$ cat src/rtl/mem_loader_pkg.sv
// mem_loader_pkg: shared types and constants for the byte-stream memory loader.
//   loader_state_t  - FSM state encoding for mem_loader
//   BYTES_PER_WORD  - stream bytes that make up one 20-bit memory word
//   LEN_WIDTH       - width of the little-endian word-count header
package mem_loader_pkg;

  typedef enum logic [2:0] {
    S_IDLE,
    S_LEN_LO,
    S_LEN_HI,
    S_B0,
    S_B1,
    S_B2,
    S_WRITE,
    S_DONE
  } loader_state_t;

  localparam int BYTES_PER_WORD = 3;
  localparam int LEN_WIDTH      = 16;

endpackage

$ cat src/rtl/word_assembler.sv
// word_assembler: collects three stream bytes into one 20-bit word.
//   clk, rst       - clock, asynchronous active-high reset
//   i_clear        - restart byte indexing at b0 (new load)
//   i_byte_fire    - a data byte is transferred this cycle
//   i_byte         - the transferred byte
//   o_word         - {b2[3:0], b1, b0}, valid while o_word_ready is high
//   o_word_ready   - pulse on the cycle the third byte is transferred
module word_assembler
  import mem_loader_pkg::*;
(
  input  logic        clk,
  input  logic        rst,
  input  logic        i_clear,
  input  logic        i_byte_fire,
  input  logic [7:0]  i_byte,
  output logic [19:0] o_word,
  output logic        o_word_ready
);

  localparam logic [1:0] LAST_IDX = 2'(BYTES_PER_WORD - 1);

  logic [7:0] r_b0;
  logic [7:0] r_b1;
  logic [1:0] r_idx;

  // NOTE: sequential state is written only with non-blocking assignments so
  // every register samples the pre-edge values of the others.
  always_ff @(posedge clk or posedge rst) begin
    if (rst) begin
      r_b0  <= '0;
      r_b1  <= '0;
      r_idx <= '0;
    end else if (i_clear) begin
      r_idx <= '0;
    end else if (i_byte_fire) begin
      case (r_idx)
        2'd0:    r_b0 <= i_byte;
        2'd1:    r_b1 <= i_byte;
        default: ;
      endcase
      r_idx <= (r_idx == LAST_IDX) ? '0 : r_idx + 2'd1;
    end
  end

  // b2 is never stored: the word is formed in the cycle it arrives and the
  // top level registers it, so only its low nibble is used.
  assign o_word_ready = i_byte_fire && (r_idx == LAST_IDX);
  assign o_word       = {i_byte[3:0], r_b1, r_b0};

endmodule

$ cat src/rtl/mem_loader.sv
// mem_loader: parses a 16-bit word-count header followed by 3-byte words and
// writes them to consecutive data-memory addresses starting at 0, holding the
// processor in reset until the load completes.
//   clk, rst                  - clock, asynchronous active-high reset
//   i_start                   - begin a load (honoured in IDLE and DONE only)
//   i_byte_in / i_byte_valid  - inbound byte stream
//   o_byte_ready              - byte accepted when high together with valid
//   o_mem_write/addr/wdata    - data-memory write port (one-cycle strobe)
//   o_cpu_rst                 - processor reset hold
//   o_done / o_error          - load finished / header count too large
//   o_word_count              - words written in the current load
module mem_loader
  import mem_loader_pkg::*;
#(
  parameter int DATA_WIDTH    = 20,
  parameter int ADDRESS_WIDTH = 8,
  parameter int MEM_SIZE      = 256
) (
  input  logic                     clk,
  input  logic                     rst,
  input  logic                     i_start,
  input  logic [7:0]               i_byte_in,
  input  logic                     i_byte_valid,
  output logic                     o_byte_ready,
  output logic                     o_mem_write,
  output logic [ADDRESS_WIDTH-1:0] o_mem_addr,
  output logic [DATA_WIDTH-1:0]    o_mem_wdata,
  output logic                     o_cpu_rst,
  output logic                     o_done,
  output logic                     o_error,
  output logic [ADDRESS_WIDTH:0]   o_word_count
);

  localparam int CNT_W = ADDRESS_WIDTH + 1;

  loader_state_t            r_state;
  logic                     r_byte_ready;
  logic                     r_mem_write;
  logic [ADDRESS_WIDTH-1:0] r_mem_addr;
  logic [DATA_WIDTH-1:0]    r_mem_wdata;
  logic                     r_cpu_rst;
  logic                     r_done;
  logic                     r_error;
  logic [CNT_W-1:0]         r_word_count;
  logic [LEN_WIDTH-1:0]     r_len;

  logic                     w_fire;
  logic                     w_begin;
  logic                     w_data_fire;
  logic [LEN_WIDTH-1:0]     w_len;
  logic [CNT_W-1:0]         w_count_next;
  logic                     w_more;
  logic [19:0]              w_word;
  logic                     w_word_ready;

  assign w_fire       = i_byte_valid && r_byte_ready;
  assign w_begin      = i_start && (r_state == S_IDLE || r_state == S_DONE);
  assign w_data_fire  = w_fire && (r_state == S_B0 || r_state == S_B1 || r_state == S_B2);
  assign w_len        = {i_byte_in, r_len[7:0]};
  assign w_count_next = r_word_count + CNT_W'(1);
  // Compared against the count after this write, so the address stops at
  // N-1 and never steps past the last word (255 for a full memory).
  assign w_more       = LEN_WIDTH'(w_count_next) < r_len;

  word_assembler u_word_assembler (
    .clk          (clk),
    .rst          (rst),
    .i_clear      (w_begin),
    .i_byte_fire  (w_data_fire),
    .i_byte       (i_byte_in),
    .o_word       (w_word),
    .o_word_ready (w_word_ready)
  );

  // byte_ready is registered alongside the state it belongs to, so it is
  // already low in the WRITE cycle and in DONE without depending on valid.
  always_ff @(posedge clk or posedge rst) begin
    if (rst) begin
      r_state      <= S_IDLE;
      r_byte_ready <= 1'b0;
      r_mem_write  <= 1'b0;
      r_mem_addr   <= '0;
      r_mem_wdata  <= '0;
      r_cpu_rst    <= 1'b1;
      r_done       <= 1'b0;
      r_error      <= 1'b0;
      r_word_count <= '0;
      r_len        <= '0;
    end else begin
      r_mem_write <= 1'b0;
      case (r_state)
        S_IDLE, S_DONE: begin
          if (i_start) begin
            r_state      <= S_LEN_LO;
            r_byte_ready <= 1'b1;
            r_cpu_rst    <= 1'b1;
            r_done       <= 1'b0;
            r_error      <= 1'b0;
            r_word_count <= '0;
            r_mem_addr   <= '0;
          end
        end
        S_LEN_LO: begin
          if (w_fire) begin
            r_len[7:0] <= i_byte_in;
            r_state    <= S_LEN_HI;
          end
        end
        S_LEN_HI: begin
          if (w_fire) begin
            r_len <= w_len;
            if (w_len == '0 || w_len > LEN_WIDTH'(MEM_SIZE)) begin
              // Release the processor even on error: it runs with no data.
              r_error      <= (w_len != '0);
              r_state      <= S_DONE;
              r_byte_ready <= 1'b0;
              r_done       <= 1'b1;
              r_cpu_rst    <= 1'b0;
            end else begin
              r_state <= S_B0;
            end
          end
        end
        S_B0: if (w_fire) r_state <= S_B1;
        S_B1: if (w_fire) r_state <= S_B2;
        S_B2: begin
          if (w_word_ready) begin
            r_mem_wdata  <= w_word;
            r_mem_write  <= 1'b1;
            r_byte_ready <= 1'b0;
            r_state      <= S_WRITE;
          end
        end
        S_WRITE: begin
          r_word_count <= w_count_next;
          if (w_more) begin
            r_mem_addr   <= r_mem_addr + ADDRESS_WIDTH'(1);
            r_byte_ready <= 1'b1;
            r_state      <= S_B0;
          end else begin
            r_state   <= S_DONE;
            r_done    <= 1'b1;
            r_cpu_rst <= 1'b0;
          end
        end
        default: r_state <= S_IDLE;
      endcase
    end
  end

  assign o_byte_ready = r_byte_ready;
  assign o_mem_write  = r_mem_write;
  assign o_mem_addr   = r_mem_addr;
  assign o_mem_wdata  = r_mem_wdata;
  assign o_cpu_rst    = r_cpu_rst;
  assign o_done       = r_done;
  assign o_error      = r_error;
  assign o_word_count = r_word_count;

endmodule

$ cat config.mk
export PLATFORM = sky130hd
export DESIGN_NAME = mem_loader
export DESIGN_NICKNAME = d
export VERILOG_FILES = /design/src/rtl/mem_loader_pkg.sv /design/src/rtl/word_assembler.sv /design/src/rtl/mem_loader.sv
export SDC_FILE = /design/constraint.sdc
export NUM_CORES = 1
export LEC_CHECK = 0
export ABC_AREA = 1
export ABC_CLOCK_PERIOD_IN_PS = 2550
export BUFFER_PORTS_ARGS = -buffer_cell sky130_fd_sc_hd__clkbuf_2
export CAP_MARGIN = 20
export CORE_ASPECT_RATIO = 2
export CORE_UTILIZATION = 52
export DETAILED_ROUTE_END_ITERATION = 10
export PLACE_DENSITY_LB_ADDON = 0.3
export RECOVER_POWER = 50
export SKIP_LAST_GASP = 1
export SYNTH_ARGS = -nofsm -noshare
export SYNTH_HDL_FRONTEND = slang
export SYNTH_SLANG_ARGS = --single-unit
$ cat constraint.sdc
create_clock -name clk -period 2.55 [get_ports clk]
set_input_delay 0.255 -clock clk [delete_from_list [all_inputs] [get_ports clk]]
set_output_delay 0.255 -clock clk [all_outputs]
set_load 0.01 [all_outputs]
* Word level (Yosys, flattened, before mapping) *
Cells that the tools add are included.
W data, S select, Z words.

cells by class
  mux-type cells = 37
  reductions and logical operators = 29
  order comparisons = 2
  $add $sub $neg = 3
  bitwise logic cells = 2
  equal/unequal tests = 18

operators with widths
  kind                   number
  $pmux W8 S2            2
  $mux W3                8
  $mux W8                3
  $pmux W3 S7            1
  $pmux W9 S2            1
  $gt A16 B9 Y1 const B  1
  $logic_not A16 Y1      1
  $lt A9 B16 Y1          1
  $ne A2 B2 Y1 const B   8
  $reduce_bool A16 Y1    1
  $mux W1                14
  $eq A3 B3 Y1 const B   4
  $reduce_and A3 Y1      4
  $reduce_and A6 Y1      2
  $add A9 B1 Y9 const B  1
  $mux W9                1
  $add A8 B1 Y8 const B  1
  $eq A3 B2 Y1 const B   2
  $mux W2                3
  $pmux W1 S3            2
  $reduce_and A2 Y1      3
  $reduce_bool A2 Y1     3
  $reduce_and A5 Y1      1
  $logic_and A1 B1 Y1    4
  15 further kinds       19

storage, ports and cells
  bits of input ports = 12
  flip-flop bits (word level) = 79
  output and inout bits = 42

* Depth between registers and ports, before layout *
Gate-level depths: netlist (run 1).

  word-level depth = 7
  depth in mapped cells = 19
  gate-level depth less buffers = 18

* Cells and area by module *
From an unflattened synthesis (run 1), not the netlist that was laid out.

second synthesis, totals
  cells, all modules = 484
  area, all modules = 3916.3 um2

modules (own cells, without submodules)
  module          instances  area each (um2)  sequential area each (um2)  cells an instance
  mem_loader      1          3114.2           1527.7                      400
  word_assembler  1          802.0            450.4                       84

* Worst setup path before layout (run 1) *
Ideal clock, no wire load.

  path kind = reg-to-reg
  from = register r_word_count[2], in the netlist o_word_count[2]
  to = register r_mem_addr[0], in the netlist o_mem_addr[0]
  clock period less this slack = 2558 ps
  path buffers = 1
  path slack = -8 ps
  data required time = 2432 ps
  data arrival time = 2440 ps
  cell stages (with the launch flop) = 18
  cells stage by stage = dfrtp_1 -> inv_1 -> nor3_1 -> nand4_1 -> nor2_1 -> xor2_1 -> inv_1 -> ha_1 -> a21oi_1 -> o21a_1 -> nand2_1 -> nand2_1 -> nand2_1 -> nand2_1 -> nand2_4 -> buf_6 -> nand2_1 -> o21ai_2

on the way
  cells in the longest elaborated chain, start to end = 4

ends and longest elaborated chain
  item                                RTL line           RTL
  start: declaration                  mem_loader.sv:44   logic [CNT_W-1:0] r_word_count;
  start signal: assignment            mem_loader.sv:135  r_word_count <= w_count_next;
  $add A9 B1 Y9                       mem_loader.sv:60   assign w_count_next = r_word_count + CNT_W'(1);
  $lt A9 B16 Y1                       mem_loader.sv:63   assign w_more = LEN_WIDTH'(w_count_next) < r_len;
  $ne A2 B2 Y1 (no source line)       -
  $reduce_and A3 Y1 (no source line)  -
  end signal: assignment              mem_loader.sv:137  r_mem_addr <= r_mem_addr + ADDRESS_WIDTH'(1);
  end: declaration                    mem_loader.sv:39   logic [ADDRESS_WIDTH-1:0] r_mem_addr;

Every way passes these cells.
A chain may end at the register's enable or synchronous reset.

* Worst setup path in the final report (run 1) *
  from = register r_word_count[0], in the netlist o_word_count[0]
  to = register r_mem_addr[3], in the netlist o_mem_addr[3]

Same word-level chain as after synthesis.

==> results of run 1 <==
critical path, cell delays in order (launching register included):
cell	delay [ns]
sky130_fd_sc_hd__dfrtp_1	0.39
sky130_fd_sc_hd__ha_1	0.19
sky130_fd_sc_hd__nand2_1	0.06
sky130_fd_sc_hd__nor2_1	0.12
sky130_fd_sc_hd__nand4_1	0.12
sky130_fd_sc_hd__nor2_1	0.17
sky130_fd_sc_hd__xor2_1	0.21
sky130_fd_sc_hd__inv_1	0.07
sky130_fd_sc_hd__ha_1	0.27
sky130_fd_sc_hd__and3_1	0.17
sky130_fd_sc_hd__nand2_2	0.07
sky130_fd_sc_hd__nand2_2	0.06
sky130_fd_sc_hd__nand2_4	0.11
sky130_fd_sc_hd__nand2_8	0.11
sky130_fd_sc_hd__nand2_2	0.11
sky130_fd_sc_hd__o21ai_2	0.05
layout by cell type (no fill, tap or decap), drive strengths merged:
cell type,Yosys,final
a21oi,6,6
and3,1,1
buf,8,7
bufinv,0,3
clkbuf,2,64
clkinv,1,3
dfrtp,78,78
dfstp,1,1
dlygate4sd3,0,1
ha,14,14
inv,55,56
nand2,156,157
nand3,19,19
nand3b,1,1
nand4,6,6
nor2,27,27
nor3,4,4
o211ai,1,1
o21a,1,1
o21ai,58,58
o22ai,6,6
o31ai,1,1
or2,5,5
or3,1,1
xor2,8,8
cell families (layout without fill, tap and decap cells):
kind of cell / count (synthesis) / in the layout / share of synthesized area
AO/OA/AOI/OAI: 73 / 73 / 0.109
XOR/XNOR: 8 / 8 / 0.0180
adder cells (fa/ha/maj): 14 / 14 / 0.0450
buffers and inverters: 66 / 134 / 0.0733
flip-flops: 79 / 79 / 0.509
AND/OR/NAND/NOR: 220 / 221 / 0.246
worst min path at each step:
| stage | startpoint | to | slack (ns) | cells after the start |
|---|---|---|---|---|
| floorplan | i_byte_in[4] | u_word_assembler.r_b0[4] | 0.43 | 2 |
| global placement | rst | o_mem_wdata[6] | 0.31 | 2 |
| detailed placement | rst | o_mem_wdata[7] | 0.31 | 2 |
| CTS | i_byte_in[6] | u_word_assembler.r_b1[6] | 0.26 | 3 |
| global route | i_byte_in[6] | u_word_assembler.r_b1[6] | 0.27 | 3 |
| finish | i_byte_in[6] | u_word_assembler.r_b1[6] | 0.26 | 3 |
what timing repair did:
action                                  CTS  global route
hold endpoints to repair                 23             0
endpoints found under the setup margin    0            12
hold buffers                              1             0
resized for setup                         0            20
setup buffers                             0             3
stage by stage:
| stage | cell area [µm²] | worst slack [ns] | TNS [ns] |
|---|---|---|---|
| 4_1_cts | 4620 | 0.0159 | 0 |
| 6_report | 4660 | 0.146 | 0 |
| 3_5_place_dp | 4250 | 0.0395 | 0 |
| 3_3_place_gp | 4250 | 0.139 | 0 |
| 2_1_floorplan | 3890 | 0.0789 | 0 |
| 5_1_grt | 4660 | -0.0112 | -0.0146 |
Yosys cell counts, drive strengths merged:
library cell	count	area (µm²)
nand2	156	601
dfrtp	78	1950
o21ai	58	332
inv	55	209
nor2	27	109
nand3	19	108
ha	14	175
buf	8	65.1
xor2	8	70.1
a21oi	6	33.8
nand4	6	67.6
o22ai	6	37.5
or2	5	31.3
nor3	4	20.0
clkbuf	2	7.51
and3	1	6.26
clkinv	1	3.75
dfstp	1	26.3
nand3b	1	7.51
o211ai	1	7.51
o21a	1	7.51
o31ai	1	7.51
or3	1	6.26
power by group through the flow:
stage | Sequential, W | Combinational (W) | Clock, W
3_3_place_gp | 0.00181 | 0.00140 | 0
5_1_grt | 0.00185 | 0.00176 | 0.00156
6_report | 0.00181 | 0.00153 | 0.00150
2_1_floorplan | 0.00181 | 0.00113 | 0
4_1_cts | 0.00181 | 0.00146 | 0.00152
3_5_place_dp | 0.00183 | 0.00145 | 0
state kept, by name (all words and copies together) (netlist names):
| name | count |
|---|---|
| o_cpu_rst | 1 |
| o_error | 1 |
| r_len | 16 |
| o_mem_addr | 8 |
| o_word_count | 9 |
| o_byte_ready | 1 |
| u_word_assembler.r_idx | 2 |
| r_state | 3 |
| o_mem_wdata | 20 |
| o_done | 1 |
| o_mem_write | 1 |
| u_word_assembler.r_b0 | 8 |
| u_word_assembler.r_b1 | 8 |
area by class of cell:
class                   count  area share
inverters                  56      0.0456
repair buffers             62      0.0606
clock buffers              10      0.0512
well taps                  92      0.0247
clock inverters             6      0.0250
multi-input cells         316       0.369
flip-flops and latches     79       0.424
routing by layer:
metal	wire length, µm	up-vias	share of wire	track usage
li1	-	1600	-	-
met4	148	0	0.018	0.109
met2	4610	63	0.55	0.414
met1	3390	1515	0.40	0.248
met3	258	9	0.031	0.0430
met5	0	-	0	0
==> impl_summary.txt, run 1 <==
----------------------------------------------------
[Outcome]
  Status ... completed

[Routing]
  Number of nets with antenna violations after detailed routing ... 0
  Sum of routed wire length over all layers ... 8.41 mm
  Number of remaining DRC errors ... 0
  Drt via density ... 5.13
  Via count ... 3187
  Average wire per cell in the routed design ... 13.5 µm
  First DRT Iteration DRCs ... 170
  Detailed-router iteration count before antenna repair ... 4

[STA]
  Share of the cycle needed by the critical path after routing ... 0.943
  Slew of the pin with the lowest slew margin ... 0.876 ns
  Count of endpoints failing setup in the final report ... 0
  Clk_skew ... 0.00534 ns
  Number of hold violations in the final report ... 0
  Min cycle time layout ... 2.40 ns
  Max-slew violation count ... 0
  Relative slew slack ... 0.416
  Highest clock rate ... 0.416 GHz
  Final hold slack ... 0.259 ns

[Setup path]
  Crit Reg-Reg Endpoint ... o_mem_addr[3]
  Critical path launch point type ... flip-flop
  Worst Setup EP ... o_mem_addr[3]
  Critical path peak fanout ... 8
  Reg2Reg Setup Slack ... 0.15 ns
  Critical path type ... reg2reg
  Req. time, crit path ... 2.78 ns
  Critical register-to-register path startpoint ... o_word_count[0]
  Critical Path Sink Type ... flip-flop
  Launch point of the critical path ... o_word_count[0]
  Arrival @ worst endpoint ... 2.63 ns
  Worst reg2reg path depth ... 15

[Synthesis]
  Post-synth cell types ... 37
  Number of instances in the synthesized netlist ... 460
  Post-Syn Nets ... 486
  Total of flip-flops plus latches after synthesis ... 79
  Average cell area after synthesis ... 8.46 µm²
  Proportion of synthesized chip area in sequential cells ... 0.509
  Summed instance area of the synthesized netlist ... 3890 µm²
  Synthesis Warnings ... 0

[Pwr]
  Logic pwr share ... 0.316
  Standby leakage power ... 2.39 nW
  Clock group share of total power ... 0.309
  Maximum VDD drop ... 566 µV
  Net switching power ... 0.00174 W
  Fraction of power spent switching nets ... 0.359
  Internal power ... 0.00310 W
  PD cells ... 1040 nW/µm²
  Flop pwr share ... 0.375
  Design Power ... 0.00484 W

[CTS]
  Total number of clock tree sinks ... 79
  Clock Path Buffers ... 2
  Clock latency on the worst-skew pair ... 0.34 ns
  Clock tree from TritonCTS ... done
  Clock buffer count from CTS ... 9
  Root buf cell ... sky130_fd_sc_hd__clkbuf_16
  Clock edge transition at the registers on the reported setup and hold paths ... 0.06 ns
  H-tree levels ... 3

[Place]
  Weighted congestion at the end of routability-driven global placement ... 0.873
  Number of placed cells counting well taps ... 600
  Sum of net half-perimeters after detailed placement ... 6.12 mm
  Number of buffers added on ports ... 53

[Layout]
  Fraction of final layout cells sized beyond drive strength 1 ... 0.149
  Area taken by flip-flops and latches ... 1980 µm²
  Area used by multi-input combinational logic ... 1720 µm²
  Final #Nets ... 550
  Area growth syn-to-layout ... 19.9%
  Antenna fix cells ... 0
  Fill cells ... 656
  Final Util ... 0.642
  Final non-filler cell total ... 621

[Floorplan]
  Die width ... 63.2 µm
  Die ar. ... 7850 µm²
  I/O pin total ... 54
  Effective utilization at floorplan ... 0.535
  Core Footprint ... 7270 µm²
  Std cell rows ... 44
  Die H ... 124 µm

[Hold path]
  Worst hold-check path type ... in2reg

[Global routing]
  Total grt overflow ... 0
  Largest net degree at the start of global routing ... 57
  Antenna violations before repair ... 0
  Via count of the first global-routing pass ... 3054
  Total track usage ... 0.229
  First-pass GRT wire length ... 13.7 mm

[Job]
  Max-cap check violation count ... 0

----------------------------------------------------
No activity file was read; power rests on OpenSTA's default activity.
==> run 2, diff against run 1 <==
==> constraint.sdc (replaced) <==
create_clock -name clk -period 2.55 [get_ports clk]
set_input_delay 0.765 -clock clk [delete_from_list [all_inputs] [get_ports clk]]
set_output_delay 0.765 -clock clk [all_outputs]
set_load 0.01 [all_outputs]
==> impl_summary.txt, run 2 (synthesis results as in run 1) <==
----------------------------------------------------
[Layout]
  Antenna fix cells ... 0 (unchanged)
  Final Util ... 0.652 (+0.0103)
  Most frequent cells in the layout ... sky130_fd_sc_hd__nand2_1 (139), sky130_fd_sc_hd__dfrtp_1 (78), sky130_fd_sc_hd__inv_1 (49)
  Most frequent standard cell in the layout excluding fill and tap cells ... sky130_fd_sc_hd__nand2_1
  Fraction of final layout cells sized beyond drive strength 1 ... 0.220 (+0.0706)
  Fill cells ... 626 (-4.6%)
  Area growth syn-to-layout ... 21.8%
  Final #Nets ... 554 (+0.73%)
  Max reg flops ... 20 (unchanged)

[Global routing]
  Via count of the first global-routing pass ... 3175 (+4.0%)
  Largest net degree at the start of global routing ... 45 (-21%)
  Antenna violations before repair ... 0 (unchanged)
  First-pass GRT wire length ... 14.3 mm (+4.0%)
  Total track usage ... 0.234 (+0.00484)
  Total grt overflow ... 0 (unchanged)

[Pwr]
  Standby leakage power ... 2.47 nW (+3.2%)
  Maximum VDD drop ... 566 µV (about the same)
  PD cells ... 1020 nW/µm² (-1.8%)

[Routing]
  Detailed-router iteration count before antenna repair ... 4 (unchanged)
  First DRT Iteration DRCs ... 136 (-20%)
  Number of remaining DRC errors ... 0 (unchanged)
  Average wire per cell in the routed design ... 13.5 µm (-0.52%)
  Via count ... 3217 (+0.94%)
  Number of nets with antenna violations after detailed routing ... 0 (unchanged)
  Sum of routed wire length over all layers ... 8.41 mm (about the same)
  Drt via density ... 5.16 (+0.46%)

[Setup path]
  Req. time, crit path ... 2.81 ns (+0.03 ns)
  Arrival @ worst endpoint ... 2.77 ns (+0.14 ns)
  Critical path peak fanout ... 8 (unchanged)
  Critical path type ... reg2reg
  Critical Path Sink Type ... flip-flop
  Critical path launch point type ... flip-flop

[STA]
  Setup repair after global routing missed its margin ... yes
  Min cycle time layout ... 2.51 ns (+0.101 ns)
  Share of the cycle needed by the critical path after routing ... 0.982 (+0.0397)
  Final hold slack ... 0.433 ns (+0.174 ns)
  Relative slew slack ... 0.171 (-0.244)
  Slew of the pin with the lowest slew margin ... 1.24 ns (+0.367 ns)
  Highest clock rate ... 0.399 GHz (-4.0%)
  Count of endpoints failing setup in the final report ... 0 (unchanged)
  Max-slew violation count ... 0 (unchanged)
  Number of hold violations in the final report ... 0 (unchanged)
  Clk_skew ... 0.00308 ns (-0.00226 ns)
  Post-route setup slack ... 0.0447 ns (-0.101 ns)

[Floorplan]
  Std cell rows ... 44 (unchanged)
  Core Footprint ... 7270 µm² (unchanged)
  Die H ... 124 µm (unchanged)
  I/O pin total ... 54 (unchanged)
  Die width ... 63.2 µm (unchanged)
  Effective utilization at floorplan ... 0.535 (unchanged)
  Die ar. ... 7850 µm² (unchanged)

[CTS]
  Clock Path Buffers ... 2 (unchanged)
  Clock tree from TritonCTS ... done
  Total number of clock tree sinks ... 79 (unchanged)
  Clock buffer count from CTS ... 9 (unchanged)
  Clock edge transition at the registers on the reported setup and hold paths ... 0.06 ns (about the same)
  Root buf cell ... sky130_fd_sc_hd__clkbuf_16
  H-tree levels ... 3 (unchanged)
  Cts-stage hold buffer count ... 0 (-1)
  Clock latency on the worst-skew pair ... 0.33 ns (about the same)

[Outcome]
  Status ... completed

[Job]
  Max-cap check violation count ... 0 (unchanged)

[Place]
  Weighted congestion at the end of routability-driven global placement ... 0.864 (-0.96%)
  Pre-CTS setup slack ... 0.0172 ns (-0.0223 ns)
  Sum of net half-perimeters after detailed placement ... 6.11 mm (-0.24%)
  Number of buffers added on ports ... 53 (unchanged)

[Hold path]
  Worst hold-check path type ... in2async

----------------------------------------------------
run 2: final timing paths:
check                           slack [ns]            start  cells after the start        endpoint
worst max-delay path                  0.04  o_word_count[0]                     16   o_mem_addr[0]
worst min-delay path                  0.43              rst                      2  o_mem_wdata[6]
worst max register to register        0.04  o_word_count[0]                     16   o_mem_addr[0]
worst min register to register        0.47        o_cpu_rst                      2       o_cpu_rst
max in group asynchronous             0.63              rst                      3    o_byte_ready
min in group clk                      0.47        o_cpu_rst                      2       o_cpu_rst
run 2: power by group:
part	internal, W	switching [W]
Sequential	0.00159	0.000211
Clock	0.000954	0.000493
Combinational	0.000562	0.00102
Total	0.00311	0.00172
run 2: timing repair:
item | in CTS | in global routing
resized for setup | 2 | 28
pin swaps | 1 | 14
buffers inserted | 1 | 6
endpoints found under the setup margin | 8 | 12
cloned | 1 | 0
run 2: per-stage QoR:
stage / area (µm²) / total power (W) / instances / TNS (ns)
after detailed placement: 4260 / 0.00326 / 601 / 0
final: 4740 / 0.00483 / 624 / 0
after CTS: 4620 / 0.00475 / 618 / 0
after global routing: 4740 / 0.00520 / 624 / -0.791
after global placement: 4260 / 0.00321 / 601 / 0
after floorplan: 3900 / 0.00294 / 460 / 0
run 2: final cells by class:
cell class	instances	area [µm²]	share of cell area
inverters	56	214	0.0452
repair buffers	66	342	0.0721
flip-flops and latches	79	1980	0.417
clock inverters	5	106	0.0224
clock buffers	10	229	0.0483
well taps	92	115	0.0243
multi-input cells	316	1750	0.370
run 2: metal layers:
metal | part of all wire | vias up | wire, µm | GRT usage
met4 | 0.028 | 0 | 237 | 0.103
li1 | - | 1611 | - | -
met2 | 0.54 | 64 | 4570 | 0.412
met5 | 0 | - | 0 | 0
met3 | 0.026 | 19 | 220 | 0.0440
met1 | 0.40 | 1523 | 3380 | 0.268
run 2: worst max-delay path, cell delays in order (launching register included):
cell and delay [ns]:
sky130_fd_sc_hd__dfrtp_1 0.42, sky130_fd_sc_hd__inv_2 0.07, sky130_fd_sc_hd__nor3_2 0.20, sky130_fd_sc_hd__nand4_1 0.15, sky130_fd_sc_hd__nor2_2 0.16, sky130_fd_sc_hd__xor2_1 0.21
sky130_fd_sc_hd__inv_1 0.10, sky130_fd_sc_hd__ha_4 0.28, sky130_fd_sc_hd__nand2_1 0.06, sky130_fd_sc_hd__o21a_1 0.19, sky130_fd_sc_hd__nand2_2 0.07, sky130_fd_sc_hd__nand2_2 0.07
sky130_fd_sc_hd__nand2_2 0.08, sky130_fd_sc_hd__nand2_4 0.10, sky130_fd_sc_hd__nand2_8 0.15, sky130_fd_sc_hd__nand2_2 0.07, sky130_fd_sc_hd__o21ai_2 0.05
